[config.mk]
export PLATFORM = sky130hd
export DESIGN_NAME = lcd_refresh_scheduler
export DESIGN_NICKNAME = d
export VERILOG_FILES = /design/src/rtl/lcd_pkg.sv /design/src/rtl/lcd_text_buffer.sv /design/src/rtl/lcd_refresh_scheduler.sv
export SDC_FILE = /design/constraint.sdc
export NUM_CORES = 1
export LEC_CHECK = 0
export BUFFER_PORTS_ARGS = -buffer_cell sky130_fd_sc_hd__buf_2
export CAP_MARGIN = 20
export CORE_MARGIN = 4
export CORE_UTILIZATION = 45
export CTS_CLUSTER_DIAMETER = 40
export CTS_CLUSTER_SIZE = 8
export DETAILED_ROUTE_END_ITERATION = 7
export PLACE_DENSITY = 0.66
export SYNTH_ARGS = -nofsm -noshare
export SYNTH_HDL_FRONTEND = slang
export SYNTH_SLANG_ARGS = --single-unit
[constraint.sdc]
create_clock -name sys_clk -period 5.8 [get_ports sys_clk]
set_input_delay 0.58 -clock sys_clk [delete_from_list [all_inputs] [get_ports sys_clk]]
set_output_delay 0.58 -clock sys_clk [all_outputs]
set_load 0.01 [all_outputs]
[src/rtl/lcd_pkg.sv]
// Shared definitions for the SC1602 refresh scheduler: FSM states, LCD command bytes,
// DDRAM line addresses and small lookup helpers.
package lcd_pkg;

    typedef enum logic [2:0] {
        StPwrWait,
        StInit,
        StClrWait,
        StIdle,
        StSetAddr,
        StSendChar
    } lcd_state_e;

    localparam logic [7:0] LCD_FUNC_SET   = 8'h28;  // 4-bit bus, 2 lines, 5x8 font
    localparam logic [7:0] LCD_DISP_ON    = 8'h0C;  // display on, cursor off
    localparam logic [7:0] LCD_ENTRY      = 8'h06;  // increment, no shift
    localparam logic [7:0] LCD_CLEAR      = 8'h01;
    localparam logic [7:0] LCD_LINE0_ADDR = 8'h80;
    localparam logic [7:0] LCD_LINE1_ADDR = 8'hC0;

    localparam int unsigned NUM_CELLS = 32;

    // Init command list, issued in index order.
    function automatic logic [7:0] init_cmd(input logic [1:0] idx);
        logic [7:0] cmd;
        unique case (idx)
            2'd0: cmd = LCD_FUNC_SET;
            2'd1: cmd = LCD_DISP_ON;
            2'd2: cmd = LCD_ENTRY;
            2'd3: cmd = LCD_CLEAR;
        endcase
        return cmd;
    endfunction

    function automatic logic [7:0] line_addr(input logic line);
        return line ? LCD_LINE1_ADDR : LCD_LINE0_ADDR;
    endfunction

endpackage

[src/rtl/lcd_text_buffer.sv]
// 32x8 shadow text buffer with per-line dirty flags. Synchronous write/clear,
// asynchronous read.
module lcd_text_buffer
    import lcd_pkg::*;
#(
    parameter logic [7:0] FILL_CHAR = 8'h20
) (
    input  logic       sys_clk,
    input  logic       sys_rst,
    input  logic       wr_en,
    input  logic [4:0] wr_addr,
    input  logic [7:0] wr_data,
    input  logic       clr_req,
    input  logic [1:0] dirty_clr,
    input  logic [4:0] rd_addr,
    output logic [7:0] rd_data,
    output logic [1:0] dirty
);

    logic [7:0] cells_q [NUM_CELLS];
    logic [1:0] dirty_q;
    logic [1:0] dirty_d;

    // Cell storage: clear fills everything, a same-cycle write then overrides its cell.
    always_ff @(posedge sys_clk) begin
        if (sys_rst) begin
            for (int i = 0; i < NUM_CELLS; i++) begin
                cells_q[i] <= FILL_CHAR;
            end
        end else begin
            if (clr_req) begin
                for (int i = 0; i < NUM_CELLS; i++) begin
                    cells_q[i] <= FILL_CHAR;
                end
            end
            if (wr_en) begin
                cells_q[wr_addr] <= wr_data;
            end
        end
    end

    // Dirty next-state: setting (write or clear) wins over the scheduler's pick-clear.
    always_comb begin
        dirty_d = dirty_q & ~dirty_clr;
        if (clr_req) begin
            dirty_d = 2'b11;
        end
        if (wr_en) begin
            dirty_d[wr_addr[4]] = 1'b1;
        end
    end

    // Dirty flag register.
    always_ff @(posedge sys_clk) begin
        if (sys_rst) begin
            dirty_q <= 2'b11;
        end else begin
            dirty_q <= dirty_d;
        end
    end

    assign rd_data = cells_q[rd_addr];
    assign dirty   = dirty_q;

endmodule

[src/rtl/lcd_refresh_scheduler.sv]
// SC1602 refresh scheduler: power-up wait, init command list, then streams dirty
// lines from the shadow buffer to the LCD bus driver over a valid/ready byte interface.
module lcd_refresh_scheduler
    import lcd_pkg::*;
#(
    parameter int unsigned POWERUP_CYC = 1080000,  // must be >= 1
    parameter int unsigned CLEAR_CYC   = 41040,    // must be >= 1
    parameter logic [7:0]  FILL_CHAR   = 8'h20
) (
    input  logic       sys_clk,
    input  logic       sys_rst,
    input  logic       wr_en,
    input  logic [4:0] wr_addr,
    input  logic [7:0] wr_data,
    input  logic       clr_req,
    output logic       cmd_valid,
    input  logic       cmd_ready,
    output logic       cmd_rs,
    output logic [7:0] cmd_byte,
    output logic       init_done,
    output logic       busy
);

    localparam int unsigned MAX_CYC = (POWERUP_CYC > CLEAR_CYC) ? POWERUP_CYC : CLEAR_CYC;
    localparam int unsigned CNT_W   = $clog2(MAX_CYC + 1);
    localparam logic [CNT_W-1:0] PWR_LAST = CNT_W'(POWERUP_CYC - 1);
    localparam logic [CNT_W-1:0] CLR_LAST = CNT_W'(CLEAR_CYC - 1);

    lcd_state_e       state_q;
    logic [CNT_W-1:0] cnt_q;
    logic [CNT_W-1:0] cnt_sat;
    logic [1:0]       init_idx_q;
    logic             line_q;
    logic [3:0]       col_q;

    logic       hs;
    logic       pick;
    logic       pick_line;
    logic [1:0] dirty;
    logic [1:0] dirty_clr;
    logic [3:0] rd_col;
    logic [7:0] rd_data;

    lcd_text_buffer #(
        .FILL_CHAR (FILL_CHAR)
    ) u_buf (
        .sys_clk   (sys_clk),
        .sys_rst   (sys_rst),
        .wr_en     (wr_en),
        .wr_addr   (wr_addr),
        .wr_data   (wr_data),
        .clr_req   (clr_req),
        .dirty_clr (dirty_clr),
        .rd_addr   ({line_q, rd_col}),
        .rd_data   (rd_data),
        .dirty     (dirty)
    );

    assign hs   = cmd_valid & cmd_ready;
    assign busy = (state_q != StIdle);

    // Line pick (line 0 first) and the cell to present on the next handshake.
    always_comb begin
        pick      = (state_q == StIdle) && (dirty != 2'b00);
        pick_line = ~dirty[0];
        dirty_clr = 2'b00;
        if (pick) begin
            dirty_clr[pick_line] = 1'b1;
        end
        // Cell is fetched at presentation time so late host writes are picked up.
        rd_col  = (state_q == StSendChar) ? col_q + 4'd1 : 4'd0;
        cnt_sat = (cnt_q == {CNT_W{1'b1}}) ? cnt_q : cnt_q + CNT_W'(1);
    end

    // Scheduler FSM with registered handshake outputs.
    always_ff @(posedge sys_clk) begin
        if (sys_rst) begin
            state_q    <= StPwrWait;
            cnt_q      <= '0;
            init_idx_q <= 2'd0;
            line_q     <= 1'b0;
            col_q      <= 4'd0;
            cmd_valid  <= 1'b0;
            cmd_rs     <= 1'b0;
            cmd_byte   <= 8'h00;
            init_done  <= 1'b0;
        end else begin
            unique case (state_q)
                StPwrWait: begin
                    if (cnt_q >= PWR_LAST) begin
                        cnt_q      <= '0;
                        init_idx_q <= 2'd0;
                        cmd_valid  <= 1'b1;
                        cmd_rs     <= 1'b0;
                        cmd_byte   <= init_cmd(2'd0);
                        state_q    <= StInit;
                    end else begin
                        cnt_q <= cnt_sat;
                    end
                end
                StInit: begin
                    if (hs) begin
                        if (init_idx_q == 2'd3) begin
                            cmd_valid <= 1'b0;
                            cnt_q     <= '0;
                            state_q   <= StClrWait;
                        end else begin
                            init_idx_q <= init_idx_q + 2'd1;
                            cmd_byte   <= init_cmd(init_idx_q + 2'd1);
                        end
                    end
                end
                StClrWait: begin
                    if (cnt_q >= CLR_LAST) begin
                        cnt_q     <= '0;
                        init_done <= 1'b1;
                        state_q   <= StIdle;
                    end else begin
                        cnt_q <= cnt_sat;
                    end
                end
                StIdle: begin
                    if (pick) begin
                        line_q    <= pick_line;
                        col_q     <= 4'd0;
                        cmd_valid <= 1'b1;
                        cmd_rs    <= 1'b0;
                        cmd_byte  <= line_addr(pick_line);
                        state_q   <= StSetAddr;
                    end
                end
                StSetAddr: begin
                    if (hs) begin
                        col_q    <= 4'd0;
                        cmd_rs   <= 1'b1;
                        cmd_byte <= rd_data;
                        state_q  <= StSendChar;
                    end
                end
                StSendChar: begin
                    if (hs) begin
                        if (col_q == 4'hF) begin
                            col_q     <= 4'd0;
                            cmd_valid <= 1'b0;
                            state_q   <= StIdle;
                        end else begin
                            col_q    <= col_q + 4'd1;
                            cmd_byte <= rd_data;
                        end
                    end
                end
                default: begin
                    cmd_valid <= 1'b0;
                    state_q   <= StPwrWait;
                end
            endcase
        end
    end

endmodule

==> qor.txt, run 1 <==
Crit path top cell by count: nor3_1
Antenna Violating Nets Remaining: 0
critical path class: flop to flop
pre-CTS WS: 2.02 ns
Final HPWL DP: 24.5 mm
flops & latches, synth: 300
Distinct cells, synth: 80
fin cells: 1736
MaxCap Viol Count: 0
largest net degree at the start of global routing: 61
Post-Syn Area: 14500 µm²
# H-tree levels: 2
Critical Path Max Stage Delay: 0.92 ns
die height: 187 µm
minimum clock period: 3.87 ns
number of synthesized flops with an enable pin: 256
# hold bufs at CTS: 0
Worst-path clk slew: 0.05 ns
share of layout cells above drive strength 1: 10.6%
top cells by area, synth: edfxtp_1, and2_1, dfxtp_1
final hold viol count: 0
Post-Place Cell Area: 14900 µm²
I/O Buffers: 29
vias in the first global route: 10186
drt initial violations: 1127
# DRC: 0
sequential area share after synthesis: 59.2%
io pins: 30
commonest register cell after synthesis: edfxtp_1
die area: 35100 µm²
crit share post-route: 66.6%
critical path's slowest cell: nand4bb_4
grt total ovfl: 0
Sum Neg Setup Slack: 0 ns
first-pass GRT wire length: 59.6 mm
Mean Syn Cell Area: 11.1 µm²
Final Slew Violations: 0
Initial Util: 45.8%
Post-Syn Instances: 1301
root buffer cell: clkbuf_16
Filler cells: 2716
family with the most delay on the worst path: simple AND/OR/NAND/NOR gates
largest area contributor in the netlist: edfxtp_1
RSZ-0062 raised after global routing: no
detailed-route vias per instance: 5.95
initial antenna violation count: 0
Net Count, Synth: 1324
Peak Freq: 259 MHz
critical path endpoint category: flop
Post-CTS Setup Bufs: 0
critical path launch point type: flop
Syn-to-layout area delta: 12.2%
crit path cell chain: nand4bb_4 -> buf_4 -> a221oi_1 -> nor3_1 -> or4_1 -> a311oi_1 -> nor3_1
ANT cells: 0
maximum fanout along the worst path: 60
via count: 10331
CP required: 6.19 ns
top cell type's share of synthesized area: 53.1%
IR drop worst, VDD: 228 µV
post-DR wirelength/cell: 22.1 µm
worst skew pair latency: 0.53 ns
global placement routability congestion: 0.866
PwrDens: 311 nW/µm²
Finished Cell Area: 16300 µm²
Clock Path Buffers: 3
Die W: 187 µm
# resized after CTS: 0
row count: 65
asr flop ratio synth: 0%
Tightest Pin Transition: 1.11 ns
Buf/Inv on CP: 1
core area: 31600 µm²
CTS buffer count: 46
CTS sink count: 300
Final Worst Setup Slack: 1.93 ns
DRT Wirelength: 38.3 mm
YS warnings: 0
Pleak: 5.72 nW
worst rel slew slack: 25.2%
Hold Path Class: input pin to flop
final core utilization: 51.4%
Final Skew: 0.0166 ns
CTS tree: yes
layout net count: 1336
outcome: complete, no violations
# placed instances: 1650
DRT Pass-1 Iters: 6
Total GRT Usage: 21.5%
final setup vio count: 0
Crit path arrival time: 4.26 ns
cell usage after synthesis (9+ instances only):
library cell,n
nand3_1,15
o22ai_1,10
nor2b_1,9
nand2_1,134
xor2_1,13
a21oi_1,61
and2_1,225
or3_1,38
nor4_1,15
and3_1,10
clkbuf_1,67
nand3b_1,10
o21ai_0,53
buf_2,19
dfxtp_1,44
a221oi_1,48
mux2i_1,21
edfxtp_1,256
nor2_1,82
nor3_1,22
a311oi_1,15
layer usage:
layer,up-vias,part of all wire [%],routed length (µm),track usage [%]
met5,-,0,0,0
met4,0,3.3,1270,7.54
met2,448,47,17800,34.5
li1,4780,-,-,-
met3,99,8.2,3150,5.34
met1,5004,42,16100,28.8
final cells by class:
type	instances	area, µm²	area share, %
clock buffers	60	1220	7.54
clock inverters	9	68.8	0.423
inverters	7	28.8	0.177
multi-input cells	892	5460	33.6
flip-flops and latches	300	8570	52.7
well taps	402	503	3.09
repair buffers	66	403	2.48
state kept, by name, summed over array words and instances (netlist names):
signal         flops
u_buf.cells_q    256
init_idx_q         2
cmd_rs             1
cmd_byte           8
state_q            3
line_q             1
init_done          1
u_buf.dirty        2
cnt_q             21
col_q              4
cmd_valid          1
power by group:
| group | total (mW) | switching [mW] | internal, mW | leakage (nW) |
|---|---|---|---|---|
| registers | 2.48 | 0.0371 | 2.44 | 3.08 |
| clock network | 2.39 | 0.896 | 1.50 | 0.631 |
| logic | 0.178 | 0.132 | 0.0459 | 2.00 |
| total | 5.05 | 1.06 | 3.98 | 5.72 |
cells in the final DEF, fill, tap and decap left out, drive strengths merged, types with 11 or more instances in the layout:
master / synthesis / layout
nor3: 22 / 22
a221oi: 51 / 51
nor2: 83 / 83
clkbuf: 69 / 67
mux2i: 22 / 22
o21ai: 58 / 58
buf: 32 / 59
or3: 38 / 38
dfxtp: 44 / 44
nor4: 15 / 15
edfxtp: 256 / 256
and2: 225 / 225
and3: 11 / 11
a21oi: 62 / 62
nand3: 16 / 16
a311oi: 15 / 15
nand2: 136 / 136
xor2: 14 / 14
per-stage QoR:
stage / power, mW / hold WS (ns)
after floorplan: 2.60 / 0.474
after global placement: 2.68 / 0.482
after detailed placement: 2.69 / 0.482
after CTS: 5.08 / 0.304
after global routing: 5.20 / 0.346
final: 5.05 / 0.323
final timing paths:
check             startpoint              to  slack [ns]  cells after the start
setup / recovery  state_q[2]     cmd_byte[5]        1.93                      7
hold / removal         wr_en  u_buf.dirty[1]        0.32                      3
setup reg to reg  state_q[2]     cmd_byte[5]        1.93                      7
hold reg to reg       cmd_rs          cmd_rs        0.49                      2
logic make-up (layout without fill, tap and decap cells):
| group | count (synthesis) | count (layout) | synth area share [%] |
|---|---|---|---|
| AO/OA/AOI/OAI | 239 | 239 | 11.3 |
| XOR/XNOR | 21 | 21 | 1.37 |
| flip-flops | 300 | 300 | 59.2 |
| AND/OR/NAND/NOR | 605 | 605 | 22.7 |
| adder cells (fa/ha/maj) | 5 | 5 | 0.432 |
| buffers and inverters | 109 | 142 | 3.52 |
| multiplexers | 22 | 22 | 1.55 |
worst min-delay path: stages:
cell and delay [ns]:
buf_2 0.11, nand2_1 0.05, nand3_1 0.07
(Power assumes the default switching activity.)
==> run 2: changes to the inputs <==
PLACE_DENSITY = 0.69   (was 0.66)
clock period = 3.35 ns   (was 5.8 ns; I/O delays follow)
==> run 2 against run 1 <==
Clock power grew 74%; wire length grew 1.4%; clock-buffer cell count increased by 1; largest power group unchanged; highest routed layer unchanged.
==> qor.txt, run 2 (synthesis gave the netlist of run 1 again) <==
Initial Util: 45.8% (unchanged)
Worst-path clk slew: 0.05 ns (about the same)
Peak Freq: 352 MHz (+36%)
Tightest Pin Transition: 1.09 ns (-0.0236 ns)
row count: 65 (unchanged)
Clock Path Buffers: 3 (unchanged)
post-DR wirelength/cell: 22.0 µm (-0.12%)
Reg-to-Reg End: cmd_byte[0]
critical path class: flop to flop
# H-tree levels: 2 (unchanged)
crit path cell chain: buf_4 -> nand4bb_4 -> buf_12 -> a221oi_1 -> a311oi_1 -> nor4_1 -> a21oi_1 -> a32oi_1 -> o21ai_1
Pleak: 5.87 nW (+2.6%)
io pins: 30 (unchanged)
final setup vio count: 0 (unchanged)
first-pass GRT wire length: 59.6 mm (about the same)
Final Slew Violations: 0 (unchanged)
I/O Buffers: 29 (unchanged)
CTS sink count: 300 (unchanged)
pre-CTS WS: 0.581 ns (-1.44 ns)
Post-CTS Setup Bufs: 0 (unchanged)
grt total ovfl: 0 (unchanged)
Reg2Reg Depth: 9 (+2)
MaxCap Viol Count: 0 (unchanged)
CTS tree: yes
crit share post-route: 84.9% (+18 points)
Final HPWL DP: 25.6 mm (+4.5%)
worst skew pair latency: 0.53 ns (about the same)
critical path endpoint category: flop
DRT Wirelength: 38.9 mm (+1.4%)
core area: 31600 µm² (unchanged)
R2R Setup Slk: 0.51 ns (-1.43 ns)
family with the most delay on the worst path: simple AND/OR/NAND/NOR gates
maximum fanout along the worst path: 58 (-3.3%)
most frequent cells in the layout: edfxtp_1, and2_1, nand2_1, nor2_1, a21oi_1
biggest registers after layout: u_buf.cells_q (256), cnt_q (21), cmd_byte (8)
DRT Pass-1 Iters: 5 (-1)
# resized after CTS: 0 (unchanged)
critical path's slowest cell: nor4_1
outcome: complete, no violations
worst rel slew slack: 26.8% (+1.6 points)
final hold viol count: 0 (unchanged)
CP required: 3.76 ns (-2.43 ns)
max reg flops: 256 (unchanged)
Hold Crit Start: wr_en
RSZ-0062 raised after global routing: no
critical path launch point type: flop
Total GRT Usage: 21.6% (+0.087 points)
Die W: 187 µm (unchanged)
Syn-to-layout area delta: 13.8%
commonest non-fill, non-tap cell in the layout: edfxtp_1
PwrDens: 533 nW/µm² (+72%)
Final Worst Setup Slack: 0.507 ns (-1.43 ns)
die height: 187 µm (unchanged)
Hold Path Class: input pin to flop
Filler cells: 2671 (-1.7%)
Critical Path Max Stage Delay: 0.49 ns (-0.43 ns)
Antenna Violating Nets Remaining: 0 (unchanged)
Buf/Inv on CP: 2 (+1)
detailed-route vias per instance: 5.95 (about the same)
ANT cells: 0 (unchanged)
root buffer cell: clkbuf_16
die area: 35100 µm² (unchanged)
share of layout cells above drive strength 1: 12.5% (+1.9 points)
drt initial violations: 1007 (-11%)
vias in the first global route: 10118 (-0.67%)
Final Skew: 0.0115 ns (-0.00505 ns)
hold path endpoint: u_buf.dirty[1]
via count: 10496 (+1.6%)
global placement routability congestion: 0.935 (+7.9%)
minimum clock period: 2.84 ns (-1.02 ns)
# hold bufs at CTS: 0 (unchanged)
Crit path arrival time: 3.25 ns (-1.01 ns)
initial antenna violation count: 1 (+1)
largest net degree at the start of global routing: 59 (-3.3%)
IR drop worst, VDD: 333 µV (+46%)
# DRC: 0 (unchanged)
Sum Neg Setup Slack: 0 ns (unchanged)
launch point of the worst reg-to-reg path: col_q[0]
layout net count: 1362 (+1.9%)
Hold Crit Depth: 3 (unchanged)
largest register by flop count: u_buf.cells_q
CTS buffer count: 46 (unchanged)
-- run 2: cell count changes in the layout (fill, tap and decap cells not counted) --
cell,delta
clkinv_1,-2
clkinv_2,+2
nor2_4,-1
nor2_2,+1
clkbuf_8,+1
buf_12,+1
buf_2,-7
buf_4,+38
clkbuf_4,-6
-- run 2: metrics by stage --
stage          power [mW]  cell area (µm²)  std cells  util [%]  hold WS [ns]
5_1_grt              9.04            16500       1763      52.1         0.190
3_5_place_dp         4.69            15200       1688      47.9         0.497
6_report             8.79            16500       1763      52.1         0.183
4_1_cts              8.83            16500       1758      52.0         0.161
2_1_floorplan        4.51            14500       1301         -         0.463
3_3_place_gp         4.68            15100       1687      47.9         0.481
-- run 2: worst max path at each step --
stage / start / end / cells past startpoint
after floorplan: col_q[0] / cmd_byte[5] / 7
after global placement: col_q[0] / cmd_byte[0] / 9
after detailed placement: col_q[0] / cmd_byte[0] / 9
after CTS: col_q[0] / cmd_byte[0] / 9
after global routing: col_q[0] / cmd_byte[5] / 9
final: col_q[0] / cmd_byte[0] / 9
-- run 2: power breakdown --
part | switching, mW | internal (mW)
Sequential | 0.0678 | 4.23
Clock | 1.54 | 2.62
Combinational | 0.240 | 0.0914
-- run 2: per-layer routing --
layer | routed length (µm) | track usage (%)
met2 | 17700 | 33.5
met3 | 3880 | 4.91
met1 | 16200 | 30.5
met5 | 0 | 0
met4 | 1120 | 6.83
-- run 2: layout make-up --
| class | instances | area (µm²) | area share, % |
|---|---|---|---|
| Clock buffer | 61 | 1240 | 7.51 |
| Clock inverter | 9 | 71.3 | 0.433 |
| Inverter | 7 | 28.8 | 0.175 |
| Multi-Input combinational cell | 892 | 5450 | 33.1 |
| Sequential cell | 300 | 8570 | 52.0 |
| Tap cell | 402 | 503 | 3.05 |
| Timing Repair Buffer | 92 | 628 | 3.81 |
-- run 2: worst min-delay path, stage by stage --
cell,delay (ns)
buf_2,0.17
nand2_1,0.09
nand3_1,0.07
